<file path="config.mk">
export PLATFORM = sky130hd
export DESIGN_NAME = router_reg
export DESIGN_NICKNAME = d
export VERILOG_FILES = /design/src/rtl/router_pkg.sv /design/src/rtl/router_parity_acc.sv /design/src/rtl/router_reg.sv
export SDC_FILE = /design/constraint.sdc
export NUM_CORES = 1
export LEC_CHECK = 0
export ABC_AREA = 1
export CORE_ASPECT_RATIO = 2
export CORE_UTILIZATION = 45
export CTS_CLUSTER_DIAMETER = 120
export DETAILED_ROUTE_END_ITERATION = 10
export PLACE_DENSITY = 0.75
export SLEW_MARGIN = 20
export SYNTH_ARGS = -nofsm -noshare
export SYNTH_HDL_FRONTEND = slang
export SYNTH_SLANG_ARGS = --single-unit
export TNS_END_PERCENT = 100
</file>
<file path="constraint.sdc">
create_clock -name clk -period 1.3 [get_ports clk]
set_input_delay 0.39 -clock clk [delete_from_list [all_inputs] [get_ports clk]]
set_output_delay 0.39 -clock clk [all_outputs]
set_load 0.01 [all_outputs]
</file>
<file path="src/rtl/router_pkg.sv">
// Shared constants for the 1x3 router datapath: default byte width and destination codes.
package router_pkg;

  localparam int DEF_DW  = 8;
  localparam int DEF_ECW = 8;

  typedef enum logic [1:0] {
    ADDR0    = 2'b00,
    ADDR1    = 2'b01,
    ADDR2    = 2'b10,
    ADDR_INV = 2'b11
  } dest_e;

endpackage

</file>
<file path="src/rtl/router_parity_acc.sv">
// Running XOR parity of the packet and the captured packet parity byte, with their comparison.
module router_parity_acc
  import router_pkg::*;
#(
  parameter int DW = DEF_DW
) (
  input  logic          clk,
  input  logic          resetn,
  input  logic          clr,
  input  logic          acc_en,
  input  logic [DW-1:0] acc_data,
  input  logic          cap_en,
  input  logic [DW-1:0] cap_data,
  output logic          mismatch
);

  logic [DW-1:0] int_par_q, int_par_d;
  logic [DW-1:0] pkt_par_q, pkt_par_d;

  always_comb begin
    int_par_d = int_par_q;
    pkt_par_d = pkt_par_q;
    if (clr)         int_par_d = '0;
    else if (acc_en) int_par_d = int_par_q ^ acc_data;
    if (cap_en)      pkt_par_d = cap_data;
  end

  always_ff @(posedge clk or negedge resetn) begin
    if (!resetn) begin
      int_par_q <= '0;
      pkt_par_q <= '0;
    end else begin
      int_par_q <= int_par_d;
      pkt_par_q <= pkt_par_d;
    end
  end

  assign mismatch = (int_par_q != pkt_par_q);

endmodule

</file>
<file path="src/rtl/router_reg.sv">
// Router datapath register stage: header latch, payload forwarding, full-FIFO byte parking, parity check.
// Optional saturating parity-error counter enabled by defining ERR_CNT_EN.
module router_reg
  import router_pkg::*;
#(
  parameter int DW  = DEF_DW,
  parameter int ECW = DEF_ECW
) (
  input  logic           clk,
  input  logic           resetn,
  input  logic           pktvalid,
  input  logic [DW-1:0]  datain,
  input  logic           fifofull,
  input  logic           detectadd,
  input  logic           lfdstate,
  input  logic           ldstate,
  input  logic           fullstate,
  input  logic           lafstate,
  input  logic           rstintreg,
  output logic [DW-1:0]  dout,
  output logic           paritydone,
  output logic           lowpktvalid,
  output logic           err,
  output logic [ECW-1:0] err_cnt
);

  logic [DW-1:0] header_q, header_d;
  logic [DW-1:0] ffhold_q, ffhold_d;
  logic [DW-1:0] dout_q, dout_d;
  logic          paritydone_q, paritydone_d;
  logic          lowpktvalid_q, lowpktvalid_d;
  logic          err_q, err_d;

  logic          acc_en, cap_ld, cap_laf, cap_en, mismatch, err_set;
  logic [DW-1:0] acc_data, cap_data;

  // The parity byte (pktvalid low) is never folded; it is captured instead.
  assign acc_en   = lfdstate | (ldstate & pktvalid & ~fifofull) | (lafstate & ~lowpktvalid_q);
  assign acc_data = lfdstate ? header_q : (ldstate ? datain : ffhold_q);
  assign cap_ld   = ldstate & ~pktvalid & ~fifofull;
  assign cap_laf  = lafstate & lowpktvalid_q & ~paritydone_q;
  assign cap_en   = cap_ld | cap_laf;
  assign cap_data = cap_ld ? datain : ffhold_q;
  assign err_set  = rstintreg & paritydone_q & mismatch;

  router_parity_acc #(.DW(DW)) u_parity (
    .clk      (clk),
    .resetn   (resetn),
    .clr      (detectadd),
    .acc_en   (acc_en),
    .acc_data (acc_data),
    .cap_en   (cap_en),
    .cap_data (cap_data),
    .mismatch (mismatch)
  );

  always_comb begin
    header_d      = header_q;
    ffhold_d      = ffhold_q;
    dout_d        = dout_q;
    paritydone_d  = paritydone_q;
    lowpktvalid_d = lowpktvalid_q;
    err_d         = err_q;

    if (detectadd && pktvalid && (datain[1:0] != ADDR_INV)) header_d = datain;

    if (lfdstate)                   dout_d = header_q;
    else if (ldstate && !fifofull)  dout_d = datain;
    else if (lafstate)              dout_d = ffhold_q;

    // The parked byte is held untouched through the full state.
    if (ldstate && fifofull) ffhold_d = datain;
    else if (fullstate)      ffhold_d = ffhold_q;

    if (detectadd)   paritydone_d = 1'b0;
    else if (cap_en) paritydone_d = 1'b1;

    if (rstintreg)                lowpktvalid_d = 1'b0;
    else if (ldstate && !pktvalid) lowpktvalid_d = 1'b1;

    if (rstintreg && paritydone_q)   err_d = mismatch;
    else if (detectadd && pktvalid)  err_d = 1'b0;
  end

  always_ff @(posedge clk or negedge resetn) begin
    if (!resetn) begin
      header_q      <= '0;
      ffhold_q      <= '0;
      dout_q        <= '0;
      paritydone_q  <= 1'b0;
      lowpktvalid_q <= 1'b0;
      err_q         <= 1'b0;
    end else begin
      header_q      <= header_d;
      ffhold_q      <= ffhold_d;
      dout_q        <= dout_d;
      paritydone_q  <= paritydone_d;
      lowpktvalid_q <= lowpktvalid_d;
      err_q         <= err_d;
    end
  end

`ifdef ERR_CNT_EN
  logic [ECW-1:0] err_cnt_q, err_cnt_d;

  always_comb begin
    err_cnt_d = err_cnt_q;
    if (err_set && (err_cnt_q != '1)) err_cnt_d = err_cnt_q + 1'b1;
  end

  always_ff @(posedge clk or negedge resetn) begin
    if (!resetn) err_cnt_q <= '0;
    else         err_cnt_q <= err_cnt_d;
  end

  assign err_cnt = err_cnt_q;
`else
  logic unused_err_set;
  assign unused_err_set = err_set;
  assign err_cnt        = '0;
`endif

  assign dout        = dout_q;
  assign paritydone  = paritydone_q;
  assign lowpktvalid = lowpktvalid_q;
  assign err         = err_q;

endmodule

</file>
==> After elaboration in Yosys (flattened, before gate mapping) <==
Index checks and enable logic that the tools add are counted.
{ "classes": {"bitwise": 15, "n_reduce_logical": 13, "mux": 14, "eq_ne": 2} }
{ "ops": {"columns": ["operator", "n"], "rows": [
  ["2-to-1 mux 8 bit", 8],
  ["!= test 8 bit", 1],
  ["nonzero test 2 bit", 4],
  ["XOR 8 bit", 1],
  ["bitwise AND 1 bit", 7],
  ["logical AND 1 bit", 6],
  ["2-to-1 mux 1 bit", 6],
  ["NOT 1 bit", 4],
  ["bitwise OR 1 bit", 3],
  ["nonzero test 3 bit", 1],
  ["logical NOT 1 bit", 2],
  ["!= test 2 bit, second input constant", 1]
]} }
{ "word_totals": {"elab_cells": 52, "register_bits": 43} }

==> Longest topological paths before layout <==
Gate-level depths: netlist (run 1).
{ "logic_depth": {"ltp_word": 6, "ltp_mapped": 8, "ltp_nobuf": 8} }

==> Cells and area by module <==
From an unflattened synthesis (run 1), not the netlist that was laid out.
{ "hier_totals": {"hier_cells": 307, "area_unflattened_um2": 2442.3} }
{ "modules_own_cells": {"columns": ["mod", "instances", "seq_area_each_um2", "cells_each", "area_each_um2"], "rows": [
  ["router_reg", 1, 675.6, 222, 1567.8],
  ["router_parity_acc", 1, 400.4, 85, 874.6]
]} }

==> Worst setup path before layout (run 1) <==
Ideal clock, no wire load.
{ "synth_timing": {"path_kind": "input to register", "startpoint": "input fifofull", "endpoint": "register u_parity.pkt_par_q[7]", "arrival_time_ns": 0.984, "slack_ns": 0.190, "n_path_buf": 1, "stages": 7, "path_cell_list": "inv_1 > nand2_4 > nor2_2 > buf_6 > nand2_1 > o211ai_1 > o21ai_1"} }
{ "synth_between": {"elab_chain_cells": 3, "elab_cells_between_ends": 4, "cone_classes": "mux: 1; bitwise: 3"} }
{ "synth_rtl": {"columns": ["element", "line", "rtl"], "rows": [
  ["start, declared", "router_reg.sv:13", "input logic fifofull,"],
  ["NOT 1 bit (*)", "router_reg.sv:40", "assign cap_ld = ldstate & ~pktvalid & ~fifofull;"],
  ["bitwise AND 1 bit (*)", "router_reg.sv:40", null],
  ["2-to-1 mux 8 bit or bitwise OR 1 bit (tied branches)", "router_reg.sv:43, router_reg.sv:42", null],
  ["end signal, assigned", "router_parity_acc.sv:34", "pkt_par_q <= pkt_par_d;"],
  ["end, declared", "router_parity_acc.sv:18", "logic [DW-1:0] pkt_par_q, pkt_par_d;"]
]} }
Mark *: on every way between the ends. The rest lies on a longest branch, timed or not.
A chain may end at the register's enable or synchronous reset.

==> Final worst setup path (run 1) <==
{ "layout_timing": {"startpoint": "register lowpktvalid_q (netlist: lowpktvalid)", "endpoint": "output lowpktvalid"} }
{ "layout_rtl": {"columns": ["element", "line", "rtl"], "rows": [
  ["start, declared", "router_reg.sv:31", "logic lowpktvalid_q, lowpktvalid_d;"],
  ["start signal, assigned", "router_reg.sv:98", "lowpktvalid_q <= lowpktvalid_d;"],
  ["end, declared", "router_reg.sv:22", "output logic lowpktvalid,"]
]} }
No word-level cell between the ends.

==> results of run 1 <==
-- repair_timing --
action	in CTS	in global routing
gates resized for setup	59	11
gates cloned	1	1
hold endpoints to repair	3	0
buffers inserted	6	1
pin swaps	3	3
setup endpoints to repair	50	22
hold buffers	1	0
-- per-stage QoR --
| stage | instances | TNS [ns] | total power (uW) | cell area [um^2] |
|---|---|---|---|---|
| floorplan | 328 | 0 | 2240 | 2400 |
| detailed placement | 435 | -18.91 | 2660 | 2930 |
| global route | 452 | -0.318 | 3890 | 3160 |
| finish | 452 | -0.0215 | 3690 | 3160 |
| CTS | 450 | -0.00190 | 3690 | 3130 |
| global placement | 435 | -17.22 | 2610 | 2930 |
-- area by class of cell --
class | count | area [um^2]
fillers | 457 | 1930
multi-input cells | 226 | 1080
clock buffers | 6 | 72.6
flip-flops and latches | 43 | 1080
inverters | 43 | 166
clock inverters | 1 | 30.0
repair buffers | 75 | 664
well taps | 58 | 72.6
-- Yosys cell counts (all sizes together) --
master / number / area (um^2)
o211ai: 4 / 30.0
dfrtp: 43 / 1080
or2: 1 / 6.26
buf: 16 / 130
nand3: 29 / 150
o21ai: 22 / 133
conb: 1 / 3.75
nor2: 34 / 138
a31oi: 3 / 18.8
inv: 43 / 166
a21oi: 20 / 100
xnor2: 2 / 17.5
nand2: 103 / 407
-- registers in the layout, summed over array words and instances (netlist names) --
register	cells
paritydone	1
dout	8
u_parity.pkt_par_q	8
u_parity.int_par_q	8
lowpktvalid	1
ffhold_q	8
err	1
header_q	8
-- power by group through the flow --
stage | Combinational, uW | Sequential, uW | Clock [uW]
final | 984 | 1680 | 1020
after global routing | 1100 | 1700 | 1080
after CTS | 972 | 1680 | 1040
after detailed placement | 948 | 1710 | 0
after global placement | 918 | 1700 | 0
after floorplan | 544 | 1700 | 0
-- layout by cell type, fill, tap and decap left out, drive strengths merged, types with 2 or more instances in the layout --
cell type        n
nand2          103
buf             57
dfrtp           43
inv             43
nor2            34
nand3           29
o21ai           22
a21oi           20
clkdlybuf4s50    9
conb             8
clkbuf           8
dlygate4sd2      5
o211ai           4
a31oi            3
xnor2            2
-- per-layer routing --
| metal | up-vias | routed length (um) | part of all wire |
|---|---|---|---|
| li1 | 1138 | - | - |
| met1 | 1053 | 2300 | 0.38 |
| met2 | 58 | 3480 | 0.57 |
| met3 | 11 | 184 | 0.030 |
| met4 | 0 | 158 | 0.026 |
| met5 | - | 0 | 0 |
-- path summary, 6_finish.rpt --
path / end / cells past startpoint / slack (ns) / startpoint
max: lowpktvalid / 2 / -0.02 / lowpktvalid
min: u_parity.pkt_par_q[5] / 2 / 0.44 / resetn
max reg2reg: u_parity.int_par_q[4] / 9 / 0.02 / lowpktvalid
min reg2reg: header_q[3] / 2 / 0.49 / header_q[3]
max in group asynchronous: ffhold_q[4] / 3 / 0.47 / resetn
min in group clk: paritydone / 3 / 0.44 / detectadd
-- cell families (layout without fill, tap and decap cells) --
group / after synthesis / count (layout)
XOR/XNOR: 2 / 2
buffers and inverters: 59 / 125
other: 1 / 8
flip-flops: 43 / 43
AND/OR/NAND/NOR: 167 / 167
AO/OA/AOI/OAI: 49 / 49
-- worst register-to-register path, cell delays in order (launching register included) --
cell	delay, ns
dfrtp_1	0.39
buf_4	0.13
buf_4	0.13
inv_2	0.05
nand2_2	0.05
nand3_4	0.11
buf_12	0.13
nand3_1	0.07
nand2_1	0.06
nor2_1	0.04
==> metrics.txt, run 1 <==
outcome finished, violations left; initial antenna violation count 0; WP data required 0.91 ns; syn_area_per_cell 7.40 um^2; initial cell density of the core 0.467; cell count after synthesis 321; worst path arrival time 0.93 ns; Total GRT Usage 0.240; Final Wtd Congestion 0.861; Sink Count 43; unrepaired setup endpoints after global routing true; CP Cell Sequence buf_4, buf_6; Worst Hold Class input pin to asynchronous set/reset pin; insertion delay to the later sink of the worst-skew pair 0.30 ns; Hold Violations, Final 0; Synthesis Warnings 0; Core Area 0.00509 mm^2; met1 Usage GRT 0.263; Critical path buffers and inverters 2; Diodes inserted 0; GR Layer Usage met2 0.426; vias in the first global route 2,193; fin worst setup slack -0.0215 ns; critical path launch point type flop; adder and majority cell fraction of the synthesized area 0; largest net degree at the start of global routing 29; die footprint 0.00559 mm^2; fraction of layout cells with a size suffix above 1 0.234; CP peak stage delay 0.39 ns; Internal 2550 uW; Seq cells post-synth 43; Site Rows 37; Min Hold Slack 0.439 ns; Clock power frac 0.278; Core Util, Final 0.620; Via density 5.00; Post-Route WL 6.12 mm; final layout net count 412; mux share of post-synthesis cell area 0; CP max FO 2; Pre-Repair DR Iteration Count 4; CTS tree done; Synth Cell Area 0.00238 mm^2; Final setup viols 1; grt peak-use layer met2; fin crit period 1.32 ns; period utilization 1.02; # DRC 0; Max stage delay cell, worst path dfrtp_1; area grow syn2layout 33.0%; clk_skew 0.0129 ns; xor and xnor area share after synthesis 0.00737; worst slack at placement -0.835 ns; total grt overflow 0; post-DP HPWL 4.55 mm; htree depth 2; combinational share of power 0.267; post-synthesis compound-gate area fraction 0.118; CTS Buffer Depth 2; GRT met3 Usage 0.0320; CTS Root Cell clkbuf_8; io pins 37; PwrDens 1170 mW/mm^2; Crit Path Category flop to output port; port bufs 27; via count 2,260; maximum vdd drop 0.842 mV; WL/cell 13.5 um; switching power 1140 uW; first-pass GRT wire length 9.76 mm; Pins Over Slew Limit 0; sequential share of power 0.456; failing checks setup timing; P_leak 0.00166 uW; Post-Synth Simple-Gate Area 0.295; Max-Cap Viols 0; main combinational cell family by area after synthesis simple AND/OR/NAND/NOR gates; post-synth cell types 23; Clk pin slew, worst setup/hold paths 0.08 ns; Net Sw Frac 0.309; fmax 757 MHz; sequential share of the synthesized area 0.453; Num CTS Buffers 5; Die H 105 um; CP endpoint kind output port; drt first-iter violations 61; antenna-violating nets left 0; Die Width 53.4 um; delay-heaviest family, CP flip-flops
No activity file was read; power rests on OpenSTA's default activity.
==> run 2, diff against run 1 <==
--- a/config.mk
+++ b/config.mk
@@ -11,6 +11,7 @@
 export CTS_CLUSTER_DIAMETER = 120
 export DETAILED_ROUTE_END_ITERATION = 10
 export PLACE_DENSITY = 0.75
+export SETUP_SLACK_MARGIN = 0.02
 export SLEW_MARGIN = 20
 export SYNTH_ARGS = -nofsm -noshare
 export SYNTH_HDL_FRONTEND = slang
==> run 2 against run 1 <==
Against the previous run: the flow now finishes without violations; clock power about the same; sequential share of layout area decreased by 0.067 points; worst setup slack improved by 0.082 ns; non-clock buffer count decreased by 1; sequential power about the same; count of clock-buffer cells in the layout unchanged; wire length increased by 1.0%; design area increased by 0.20%; fmax increased by 6.6%; sequential cell count unchanged; critical path type unchanged; largest power group unchanged.
==> metrics.txt, run 2 (synthesis gave the netlist of run 1 again) <==
crit path capture lowpktvalid; fraction of layout cells with a size suffix above 1 0.239; vias in the first global route 2,211; CP endpoint kind output port; Max-Cap Viols 0; Diodes inserted 0; via count 2,276; Final setup viols 0; Hold Violations, Final 0; Setup crit start lowpktvalid; Worst Hold Class input pin to asynchronous set/reset pin; WL/cell 13.7 um; port bufs 27; CTS Root Cell clkbuf_8; Critical path buffers and inverters 1; Min Hold Slack 0.440 ns; largest net degree at the start of global routing 29; final layout net count 411; maximum vdd drop 0.844 mV; unrepaired setup endpoints after global routing true; CTS tree done; clk_skew 0.0127 ns; drt first-iter violations 86; Via density 5.05; worst path arrival time 0.85 ns; critical path depth 1; Pre-Repair DR Iteration Count 4; worst r2r src paritydone; PwrDens 1160 mW/mm^2; P_leak 0.00167 uW; R2R depth 7; Crit Path Category flop to output port; period utilization 0.953; antenna-violating nets left 0; first-pass GRT wire length 9.84 mm; htree depth 2; total power 3680 uW; WP data required 0.91 ns; Sink Count 43; insertion delay to the later sink of the worst-skew pair 0.30 ns; critical path launch point type flop; Site Rows 37; reg2reg end u_parity.pkt_par_q[5]; Setup TNS Final 0 ns; Total GRT Usage 0.242; io pins 37; area grow syn2layout 33.2%; Pins Over Slew Limit 0; Core Area 0.00509 mm^2; outcome completed; # DRC 0; most common cell after layout, fill and taps aside nand2_1; total grt overflow 0; worst reg-to-reg setup slack 0.08 ns; Clk pin slew, worst setup/hold paths 0.08 ns; die footprint 0.00559 mm^2; fin crit period 1.24 ns; Max stage delay cell, worst path dfrtp_1; initial antenna violation count 0; most frequent cells in the layout nand2_1 (97), dfrtp_1 (43), inv_1 (36); CP peak stage delay 0.40 ns; Final Wtd Congestion 0.861; Post-Route WL 6.18 mm; post-DP HPWL 4.55 mm; CP max FO 2; Die Width 53.4 um; DP Area 0.00293 mm^2; fmax 807 MHz; Num CTS Buffers 5; initial cell density of the core 0.467; CP Cell Sequence buf_2; delay-heaviest family, CP flip-flops; fin cells 451; Die H 105 um; Placed Instances 435; CTS Buffer Depth 2; fin area 0.00317 mm^2
-- run 2: layout make-up --
| type | count | area, um^2 |
|---|---|---|
| Clock buffer | 6 | 72.6 |
| Clock inverter | 1 | 30.0 |
| Fill cell | 457 | 1930 |
| Inverter | 43 | 169 |
| Multi-Input combinational cell | 226 | 1090 |
| Sequential cell | 43 | 1080 |
| Tap cell | 58 | 72.6 |
| Timing Repair Buffer | 74 | 656 |
-- run 2: worst min-delay path by stage --
stage	start	end	slack [ns]	cells past startpoint
3_3_place_gp	resetn	u_parity.pkt_par_q[3]	0.22	1
2_1_floorplan	resetn	dout[0]	0.09	0
3_5_place_dp	resetn	u_parity.pkt_par_q[5]	0.22	1
4_1_cts	resetn	u_parity.pkt_par_q[5]	0.43	2
5_1_grt	resetn	u_parity.pkt_par_q[3]	0.44	2
6_report	resetn	u_parity.pkt_par_q[5]	0.44	2
-- run 2: metrics by stage --
stage | worst slack, ns | util
global placement | -0.738 | 0.576
global route | 0.000257 | 0.622
detailed placement | -0.835 | 0.576
CTS | 0.0184 | 0.613
floorplan | 0.190 | -
finish | 0.0606 | 0.622
-- run 2: per-layer routing --
metal | GRT usage | wire length [um] | vias to the layer above
met5 | 0 | 0 | -
met4 | 0.118 | 158 | 0
met3 | 0.0306 | 207 | 11
met2 | 0.429 | 3520 | 72
met1 | 0.266 | 2300 | 1056
li1 | - | - | 1137
-- run 2: power breakdown --
| group | internal (uW) | total [uW] | leakage (uW) | switching, uW |
|---|---|---|---|---|
| combinational | 438 | 985 | 0.00108 | 547 |
| clock | 564 | 1020 | 0.0000513 | 453 |
| sequential | 1540 | 1680 | 0.000538 | 139 |
-- run 2: timing repair --
action / 4_1_cts / 5_1_grt
gates cloned: 1 / 1
hold buffers: 1 / 0
pin swaps: 5 / 2
buffers inserted: 7 / 0
hold endpoints to repair: 3 / 0
gates resized for setup: 69 / 7
endpoints found under the setup margin: 50 / 8
